[src/rtl/instrumented_adder_sequencer.sv]
// Measurement sequencer for the instrumented adder macros: drives operands, enables one ring
// oscillator, counts its edges over a clock window and captures the sum. Define INSTR_ADDER_FORMAL_EN for embedded assertions.
module instrumented_adder_sequencer #(
  parameter int WIDTH    = 32,
  parameter int CHANNELS = 4,
  parameter int CNT_W    = 32,
  parameter int WINDOW_W = 16
) (
  input  logic                          wb_clk_i,
  input  logic                          wb_rst_i,
  input  logic                          start,
  input  logic [$clog2(CHANNELS)-1:0]   chan_sel,
  input  logic [WINDOW_W-1:0]           window,
  input  logic [WIDTH-1:0]              a_in,
  input  logic [WIDTH-1:0]              b_in,
  input  logic [WIDTH-1:0]              bypass_in,
  input  logic [CHANNELS-1:0]           ro_in,
  input  logic [CHANNELS*WIDTH-1:0]     s_in,
  output logic [WIDTH-1:0]              adder_a,
  output logic [WIDTH-1:0]              adder_b,
  output logic [WIDTH-1:0]              bypass_out,
  output logic [CHANNELS-1:0]           ro_en,
  output logic [CNT_W-1:0]              count,
  output logic [WIDTH-1:0]              s_out,
  output logic                          busy,
  output logic                          done,
  output logic                          overflow
);

  localparam int CH_W = $clog2(CHANNELS);
  localparam logic [CHANNELS-1:0] ONE_HOT0 = {{(CHANNELS-1){1'b0}}, 1'b1};
  localparam logic [WINDOW_W-1:0] WIN_ONE  = {{(WINDOW_W-1){1'b0}}, 1'b1};
  localparam logic [CNT_W-1:0]    CNT_ONE  = {{(CNT_W-1){1'b0}}, 1'b1};
  localparam logic [CNT_W-1:0]    CNT_MAX  = {CNT_W{1'b1}};

  typedef enum logic [2:0] {
    IDLE    = 3'd0,
    LOAD    = 3'd1,
    ARM0    = 3'd2,
    ARM1    = 3'd3,
    COUNT   = 3'd4,
    CAPTURE = 3'd5,
    DONE    = 3'd6
  } state_t;

  state_t              state_r;
  state_t              state_s;
  logic [CH_W-1:0]     chan_r;
  logic [CH_W-1:0]     chan_load_s;
  logic [CH_W-1:0]     chan_d_s;
  logic [WINDOW_W-1:0] win_cnt_r;
  logic                sync1_r;
  logic                sync2_r;
  logic                prev_r;
  logic [WIDTH-1:0]    sum_s [CHANNELS];

  for (genvar k = 0; k < CHANNELS; k++) begin : g_sum
    assign sum_s[k] = s_in[k*WIDTH +: WIDTH];
  end

  // Channel decode: out-of-range selects fall back to channel 0; the synchroniser follows the
  // incoming channel already on the LOAD edge so ARM leaves it fully primed.
  always_comb begin
    chan_load_s = {CH_W{1'b0}};
    chan_d_s    = chan_r;
    if (32'(chan_sel) < 32'(CHANNELS)) begin
      chan_load_s = chan_sel;
    end else begin
      chan_load_s = {CH_W{1'b0}};
    end
    if (state_r == LOAD) begin
      chan_d_s = chan_load_s;
    end else begin
      chan_d_s = chan_r;
    end
  end

  // Next-state logic of the measurement sequence.
  always_comb begin
    state_s = state_r;
    case (state_r)
      IDLE:    if (start) state_s = LOAD; else state_s = IDLE;
      LOAD:    if (window == {WINDOW_W{1'b0}}) state_s = CAPTURE; else state_s = ARM0;
      ARM0:    state_s = ARM1;
      ARM1:    state_s = COUNT;
      COUNT:   if (win_cnt_r == WIN_ONE) state_s = CAPTURE; else state_s = COUNT;
      CAPTURE: state_s = DONE;
      DONE:    state_s = IDLE;
      default: state_s = IDLE;
    endcase
  end

  // State register, ring synchroniser and all registered outputs.
  always_ff @(posedge wb_clk_i) begin
    if (wb_rst_i) begin
      state_r    <= IDLE;
      chan_r     <= {CH_W{1'b0}};
      win_cnt_r  <= {WINDOW_W{1'b0}};
      sync1_r    <= 1'b0;
      sync2_r    <= 1'b0;
      prev_r     <= 1'b0;
      adder_a    <= {WIDTH{1'b0}};
      adder_b    <= {WIDTH{1'b0}};
      bypass_out <= {WIDTH{1'b0}};
      ro_en      <= {CHANNELS{1'b0}};
      count      <= {CNT_W{1'b0}};
      s_out      <= {WIDTH{1'b0}};
      busy       <= 1'b0;
      done       <= 1'b0;
      overflow   <= 1'b0;
    end else begin
      state_r <= state_s;
      sync1_r <= ro_in[chan_d_s];
      sync2_r <= sync1_r;
      prev_r  <= sync2_r;
      done    <= 1'b0;
      case (state_r)
        LOAD: begin
          adder_a    <= a_in;
          adder_b    <= b_in;
          bypass_out <= bypass_in;
          chan_r     <= chan_load_s;
          win_cnt_r  <= window;
          count      <= {CNT_W{1'b0}};
          overflow   <= 1'b0;
          busy       <= 1'b1;
          if (window != {WINDOW_W{1'b0}}) ro_en <= ONE_HOT0 << chan_load_s;
          else ro_en <= {CHANNELS{1'b0}};
        end
        COUNT: begin
          win_cnt_r <= win_cnt_r - WIN_ONE;
          if (sync2_r && !prev_r) begin
            if (count == CNT_MAX) overflow <= 1'b1;
            else count <= count + CNT_ONE;
          end
          // Ring switches off as the last window cycle ends.
          if (win_cnt_r == WIN_ONE) ro_en <= {CHANNELS{1'b0}};
        end
        CAPTURE: begin
          ro_en <= {CHANNELS{1'b0}};
          s_out <= sum_s[chan_r];
        end
        DONE: begin
          done <= 1'b1;
          busy <= 1'b0;
        end
        default: begin
        end
      endcase
    end
  end

`ifdef INSTR_ADDER_FORMAL_EN
  a_ro_onehot: assert property (@(posedge wb_clk_i) disable iff (wb_rst_i) $onehot0(ro_en));
  a_done_pulse: assert property (@(posedge wb_clk_i) disable iff (wb_rst_i) done |=> !done);
  a_busy_done: assert property (@(posedge wb_clk_i) disable iff (wb_rst_i) !(busy && done));
  a_count_mono: assert property (@(posedge wb_clk_i) disable iff (wb_rst_i)
    (busy && $past(state_r) != LOAD) |-> (count >= $past(count)));
  a_ovf_max: assert property (@(posedge wb_clk_i) disable iff (wb_rst_i) overflow |-> (count == CNT_MAX));
  c_done_cnt: cover property (@(posedge wb_clk_i) disable iff (wb_rst_i) done && (count != {CNT_W{1'b0}}));
  c_done_ovf: cover property (@(posedge wb_clk_i) disable iff (wb_rst_i) done && overflow);
`else
  // Default build carries no checking logic.
`endif

endmodule

[config.mk]
export PLATFORM = sky130hd
export DESIGN_NAME = instrumented_adder_sequencer
export DESIGN_NICKNAME = d
export VERILOG_FILES = /design/src/rtl/instrumented_adder_sequencer.sv
export SDC_FILE = /design/constraint.sdc
export NUM_CORES = 1
export LEC_CHECK = 0
export ABC_AREA = 1
export BUFFER_PORTS_ARGS = -buffer_cell sky130_fd_sc_hd__buf_2
export CORE_AREA = 2 2 163 165
export DETAILED_ROUTE_END_ITERATION = 16
export DIE_AREA = 0 0 165 167
export GPL_TIMING_DRIVEN = 0
export PLACE_DENSITY_LB_ADDON = 0.25
export SLEW_MARGIN = 5
export SYNTH_ARGS = -nofsm -noshare
export SYNTH_HDL_FRONTEND = slang
export SYNTH_SLANG_ARGS = --single-unit
[constraint.sdc]
create_clock -name wb_clk_i -period 1.9 [get_ports wb_clk_i]
set_input_delay 0.19 -clock wb_clk_i [delete_from_list [all_inputs] [get_ports wb_clk_i]]
set_output_delay 0.19 -clock wb_clk_i [all_outputs]
set_load 0.005 [all_outputs]
==> impl_results.md, run 1 <==
- Status: finished, final reports clean
- GPL Wtd Cong: a little under 0.9
- Clk sinks: 191
- Port Buffers: 414
- Worst path arrival time: approximately 2.1 ns
- Largest stage delay on the critical path: 0.40 ns
- Final Setup Violations: 0
- Max Buffers Root-to-Sink: 2
- Hold_ws: 0.0316 ns
- Worst Skew: 0.0302 ns
- Layout area overhead: 46.6%
- Clk Latency, worst-skew pair: 0.45 ns
- Power per cell area: 766 nW/µm²
- Worst min-delay path category: primary input to register
- Pre-CTS WS: -0.338 ns
- Cells after Synth: 1366
- Worst slew margin: 50.6%
- Critical R2R Capture: count[11]$_SDFFE_PP0P_
- DRT Pass-1 Iters: 5
- Final min period: 1.81 ns
- TritonCTS Buffers: 17
- Finished Cell Area: 13300 µm²
- Syn avg cell area: 6.66 µm²
- Clock Pin Slew Worst Setup and Hold Paths: 0.08 ns
- Flop-to-flop setup slack: about 0.087 ns
- Vias per cell: 4.89
- EDFF count, synth: 0
- Post-route DRC: 0
- Worst path bufs/invs: 4
- Total I/O pin count: 416
- First-pass GRT wire length: 53900 µm
- Seq/Total Area, Yosys: 42.0%
- Nets: 2149
- Async set-reset flop share out of synthesis: 0%
- DRT Wirelength: between 30000 and 40000 µm
- DRT antenna net count: 0
- Flops & latches, synth: about 190
- DIE AREA: 27600 µm²
- Worst reg2reg startpoint: state_r[0]$_SDFF_PP0_
- Synth top area cells: dfxtp_1 (42%), nor2_1 (17%), o21ai_0 (10%), nand2_1 (6.3%), inv_1 (5.3%)
- Critical path's slowest cell: dfxtp_4
- Largest net degree at the start of global routing: 21
- Syn nets: 1618
- Slew Limit Fails: 0
- Crit path cell chain: inv_2, nor2_4, nand2_8, nand2_8, nand2_2, clkinv_4, nand2_4, buf_8, clkbuf_16, nor3_1, nor2_1
- Highest routed layer: met4
- Fin crit share: 95.4%
- Final WS setup: just under 0.09 ns
- CTS root buffer: clkbuf_16
- TritonCTS clock tree: done
- Die height: between 150 and 200 µm
- Initial antenna violation count: 3
- CP top delay family: simple AND/OR/NAND/NOR gates
- Total Routing Usage GR: 24.7%
- Number of global-route vias before repair: 10.5k
- Highest Clock Rate: 0.551 GHz
- Core area: 25800 µm²
- Initial core utilization: 35.3%
- CP required: approximately 2.2 ns
- Fillcell total: between 2k and 3k
- # Max-Cap Violations: 0
- Met3 wire length: 2300 µm
- Worst-margin pin slew: 0.741 ns
- Crit-path most repeated cell: nand2_8
- Met2 WL post-DR: 17200 µm
- Top FF cell, synth: dfxtp_1
- Starting DRT DRC Count: roughly 680
- Critical Path Fanout Max: 11
- Layout cells sized above 1: 26.5%
- Placed standard-cell area: 11600 µm²
- Leak: 6.40 nW
- Commonest non-fill, non-tap cell in the layout: buf_2
- H-tree level count: 4
- Synthesized cell area: between 9000 and 10000 µm²
- Yosys warnings: 0
- Unrepaired setup endpoints after global routing: yes
- Post-synth top area cell: dfxtp_1
- Hold Fails Final Rpt: 0
- Crit end category: register
- HP Start: window[1]
- Top-area cell type share of the netlist area: 42.0%
- Min-Delay Endpoint: win_cnt_r[1]$_SDFFE_PP0P_
- WL/cell: ~16 µm
- Most frequent cells in the layout: buf_2 (416), nor2_1 (410), dfxtp_1 (183)
- Setup TNS: 0 ns
- Post-synth cell types: 40
- Final HPWL DP: 25600 µm
- WL met1: ~15000 µm
- Vias: roughly 11k
- Die span in x: 165 µm
- Peak VDD IR: approximately 0.47 mV
- Worst Hold Depth: 3
- CP Launch Type: register
- FP Rows: between 50 and 60
- Type of the worst setup path: register to register
- Global route overflow: 0
- Setup crit start: state_r[0]$_SDFF_PP0_
- Worst R2R Path Depth: 11
-- routing by layer --
layer,track usage [%],up-vias
met1,29.7,5032
met3,4.76,73
met5,0,-
met4,9.83,0
met2,42.7,410
li1,-,5477
-- tightest hold or removal path, delay by kind of cell --
family          cells  cell delay [ns]
compound gates      1             0.07
buf+inv             1             0.10
simple gates        1             0.07
-- flip-flops by register name, indices dropped and copies added (netlist names), 2 cells and up --
| name | flops |
|---|---|
| adder_a | 32 |
| adder_b | 32 |
| bypass_out | 32 |
| chan_r | 2 |
| count | 32 |
| ro_en | 4 |
| s_out | 32 |
| state_r | 3 |
| win_cnt_r | 16 |
-- Yosys cell counts, drive strengths merged, types with 2 or more instances --
master  count
nand4      13
inv       132
xor2       10
ha          3
nand3      48
o22ai       3
dfxtp     191
o21bai      3
a31oi       8
buf        21
o32ai      32
nor2      418
o21ai     183
clkbuf     58
a211oi      3
a21oi      57
nand2     160
or2         2
nor3       11
-- worst max-delay path by stage --
stage                                  end  slack, ns  cells after the start
2_1_floorplan        count[0]$_SDFFE_PP0P_       0.09                     11
3_3_place_gp   bypass_out[16]$_SDFFE_PP0P_      -0.31                      6
3_5_place_dp   bypass_out[14]$_SDFFE_PP0P_      -0.34                      6
4_1_cts             count[16]$_SDFFE_PP0P_       0.05                     10
5_1_grt             count[11]$_SDFFE_PP0P_      -0.02                     11
6_report            count[11]$_SDFFE_PP0P_       0.09                     11
-- power breakdown --
group	switching, mW	internal, mW
Sequential	0.168	4.28
Clock	1.90	1.79
Combinational	1.18	0.901
Total	3.25	6.96
-- stage by stage --
stage | std cells | total power [mW] | utilization [%]
6_report | 2248 | 10.2 | 51.8
4_1_cts | 2241 | 10.2 | 51.1
3_5_place_dp | 2115 | 6.37 | 45.0
2_1_floorplan | 1366 | 5.50 | -
5_1_grt | 2248 | 10.7 | 51.8
3_3_place_gp | 2115 | 6.35 | 45.0
-- cell families (layout without fill, tap and decap cells) --
| logic type | count (synthesis) | in the layout | share of synthesized area (%) |
|---|---|---|---|
| AND/OR/NAND/NOR | 655 | 655 | 29.4 |
| AO/OA/AOI/OAI | 294 | 294 | 18.0 |
| buffers and inverters | 212 | 756 | 9.13 |
| flip-flops | 191 | 191 | 42.0 |
| XOR/XNOR | 11 | 11 | 1.06 |
| adder cells (fa/ha/maj) | 3 | 3 | 0.413 |
| other | 0 | 3 | 0 |
-- repair_timing --
item | in CTS | in global routing
gates cloned | 0 | 1
setup endpoints to repair | 161 | 133
hold endpoints to repair | 93 | 0
pin swaps | 3 | 6
buffers inserted | 3 | 4
hold buffers | 93 | 0
gates resized for setup | 10 | 37
-- layout make-up --
class | instances | area (µm²) | share of cell area, %
timing repair buffer | 515 | 3100 | 23.2
clock inverter | 14 | 171 | 1.29
multi-input combinational | 963 | 4530 | 33.9
antenna | 3 | 7.51 | 0.0563
sequential | 191 | 3840 | 28.8
clock buffer | 18 | 429 | 3.22
inverter | 133 | 504 | 3.78
tap | 335 | 419 | 3.14
buffer | 76 | 343 | 2.57
(Power assumes the default switching activity.)
==> run 2: changes to the inputs <==
Settings changed: RECOVER_POWER set to 50.
==> run 2 against run 1 <==
Worst setup slack is essentially flat; hold slack barely moved; clock power barely moved; wire length about the same; global-route usage is the same; final cell count unchanged; largest cell class unchanged; sequential share of layout area increased by 0.32 points; maximum frequency about the same; via count is essentially flat; critical path type unchanged; non-clock buffer count unchanged; total power fell by 0.37%.
==> impl_results.md, run 2 (synthesis results as in run 1) <==
- Status: finished, final reports clean
- FP Rows: 59 (unchanged)
- Clock Pin Slew Worst Setup and Hold Paths: 0.08 ns (about the same)
- Layout area overhead: 44.9%
- Post-route DRC: 0 (unchanged)
- Slew Limit Fails: 0 (unchanged)
- Worst Skew: 0.0277 ns (-0.00256 ns)
- Number of global-route vias before repair: 10.5k (unchanged)
- DRT Pass-1 Iters: 5 (unchanged)
- Port Buffers: 414 (unchanged)
- Final HPWL DP: 25600 µm (unchanged)
- Die span in x: 165 µm (unchanged)
- Worst slew margin: 51.0% (+0.41 points)
- Core area: 25800 µm² (unchanged)
- Crit end category: register
- TritonCTS clock tree: done
- Die height: 167 µm (unchanged)
- Clk sinks: 191 (unchanged)
- Critical Path Fanout Max: 11 (unchanged)
- Clk Latency, worst-skew pair: 0.45 ns (about the same)
- Fillcell total: 2639 (+2.8%)
- Highest routed layer: met4
- Vias per cell: 4.89 (about the same)
- Area of the multi-input gates: 4530 µm² (unchanged)
- Final Setup Violations: 0 (unchanged)
- Reg area: 3840 µm² (about the same)
- DRT antenna net count: 0 (unchanged)
- DIE AREA: 27600 µm² (unchanged)
- Fin crit share: 95.4% (about the same)
- H-tree level count: 4 (unchanged)
- Max Buffers Root-to-Sink: 2 (unchanged)
- Highest Clock Rate: 0.551 GHz (about the same)
- Leak: 5.91 nW (-7.8%)
- Worst path arrival time: 2.14 ns (about the same)
- Cells after DPL: 2115 (unchanged)
- CTS root buffer: clkbuf_16
- Peak VDD IR: 0.472 mV (about the same)
- Worst-margin pin slew: 0.735 ns (-0.00612 ns)
- Worst min-delay path category: primary input to register
- Final core occ: 51.2% (-0.59 points)
- Total I/O pin count: 416 (unchanged)
- First-pass GRT wire length: 53900 µm (unchanged)
- WL met1: 14500 µm (-0.21%)
- Nets: 2149 (unchanged)
- WL/cell: 15.7 µm (about the same)
- CP Launch Type: register
- Type of the worst setup path: register to register
- Starting DRT DRC Count: 689 (+1.5%)
- Largest net degree at the start of global routing: 21 (unchanged)
- Global route overflow: 0 (unchanged)
- # Max-Cap Violations: 0 (unchanged)
- Total Routing Usage GR: 24.7% (unchanged)
- Initial core utilization: 35.3% (unchanged)
- Finished Layout Cells: 2248 (unchanged)
- Power per cell area: 772 nW/µm² (+0.77%)
- Setup TNS: 0 ns (unchanged)
- Initial antenna violation count: 3 (unchanged)
- Met2 WL post-DR: 17200 µm (unchanged)
- Commonest non-fill, non-tap cell in the layout: nor2_1
- GPL Wtd Cong: 0.867 (unchanged)
- TritonCTS Buffers: 17 (unchanged)
- Vias: 11.0k (-0.082%)
- CP required: 2.23 ns (about the same)
- Met3 wire length: 2320 µm (+0.69%)
- Layout cells sized above 1: 20.2% (-6.3 points)
- Unrepaired setup endpoints after global routing: yes
- Final min period: 1.81 ns (+0.000166 ns)
- Hold Fails Final Rpt: 0 (unchanged)
- Most frequent cells in the layout: nor2_1 (410), buf_2 (296), dfxtp_1 (184)
- DRT Wirelength: 35200 µm (about the same)
-- run 2: cell types whose count changed in the layout (fill, tap and decap cells not counted) --
cell	change
dfxtp_2	-1
clkbuf_1	+118
buf_1	+2
dfxtp_1	+1
buf_2	-120
-- run 2: path summary, 6_finish.rpt --
check / start / to / slack [ns] / depth (start not counted)
worst max-delay path: state_r[0]$_SDFF_PP0_ / count[11]$_SDFFE_PP0P_ / 0.09 / 11
worst min-delay path: window[1] / win_cnt_r[1]$_SDFFE_PP0P_ / 0.03 / 3
worst max register to register: state_r[0]$_SDFF_PP0_ / count[11]$_SDFFE_PP0P_ / 0.09 / 11
worst min register to register: sync1_r$_SDFF_PP0_ / sync2_r$_SDFF_PP0_ / 0.41 / 2
-- run 2: area by class of cell --
cell class	count	share of cell area [%]
antenna	3	0.0569
buffer	76	2.60
clock buffer	18	3.26
clock inverter	14	1.30
inverter	133	3.82
multi-input combinational	963	34.3
sequential	191	29.1
tap	335	3.18
timing repair buffer	515	22.3
-- run 2: metrics by stage --
step | power (mW) | setup slack [ns] | hold WS, ns | instance area (µm²)
after detailed placement | 6.37 | -0.338 | 0.402 | 11600
after CTS | 10.2 | 0.0452 | 0.00769 | 13200
after floorplan | 5.50 | 0.0932 | 0.325 | 9100
after global routing | 10.7 | -0.0241 | 0.0165 | 13200
after global placement | 6.35 | -0.313 | 0.397 | 11600
final | 10.2 | 0.0865 | 0.0312 | 13200
-- run 2: worst max-delay path, stage by stage (launching register included) --
cell and delay, ns:
dfxtp_4 0.40, inv_2 0.07, nor2_4 0.20, nand2_8 0.13, nand2_8 0.11, nand2_2 0.11, clkinv_4 0.10, nand2_4 0.07
buf_8 0.15, clkbuf_16 0.16, nor3_1 0.13, nor2_1 0.07
-- run 2: layer usage --
metal  global-route usage, %  vias to the layer above
met5                       0                        -
met4                    9.83                        0
met3                    4.76                       73
met2                    42.7                      412
met1                    29.7                     5021
li1                        -                     5477
-- run 2: power by group --
group | switching, mW | total [mW] | internal, mW
combinational | 1.18 | 2.04 | 0.857
sequential | 0.172 | 4.45 | 4.28
clock | 1.90 | 3.69 | 1.79
-- run 2: timing repair --
item,4_1_cts,5_1_grt
setup endpoints to repair,161,133
buffers inserted,3,4
hold endpoints to repair,93,0
hold buffers,93,0
gates cloned,0,1
resized for setup,10,37
pin swaps,3,6
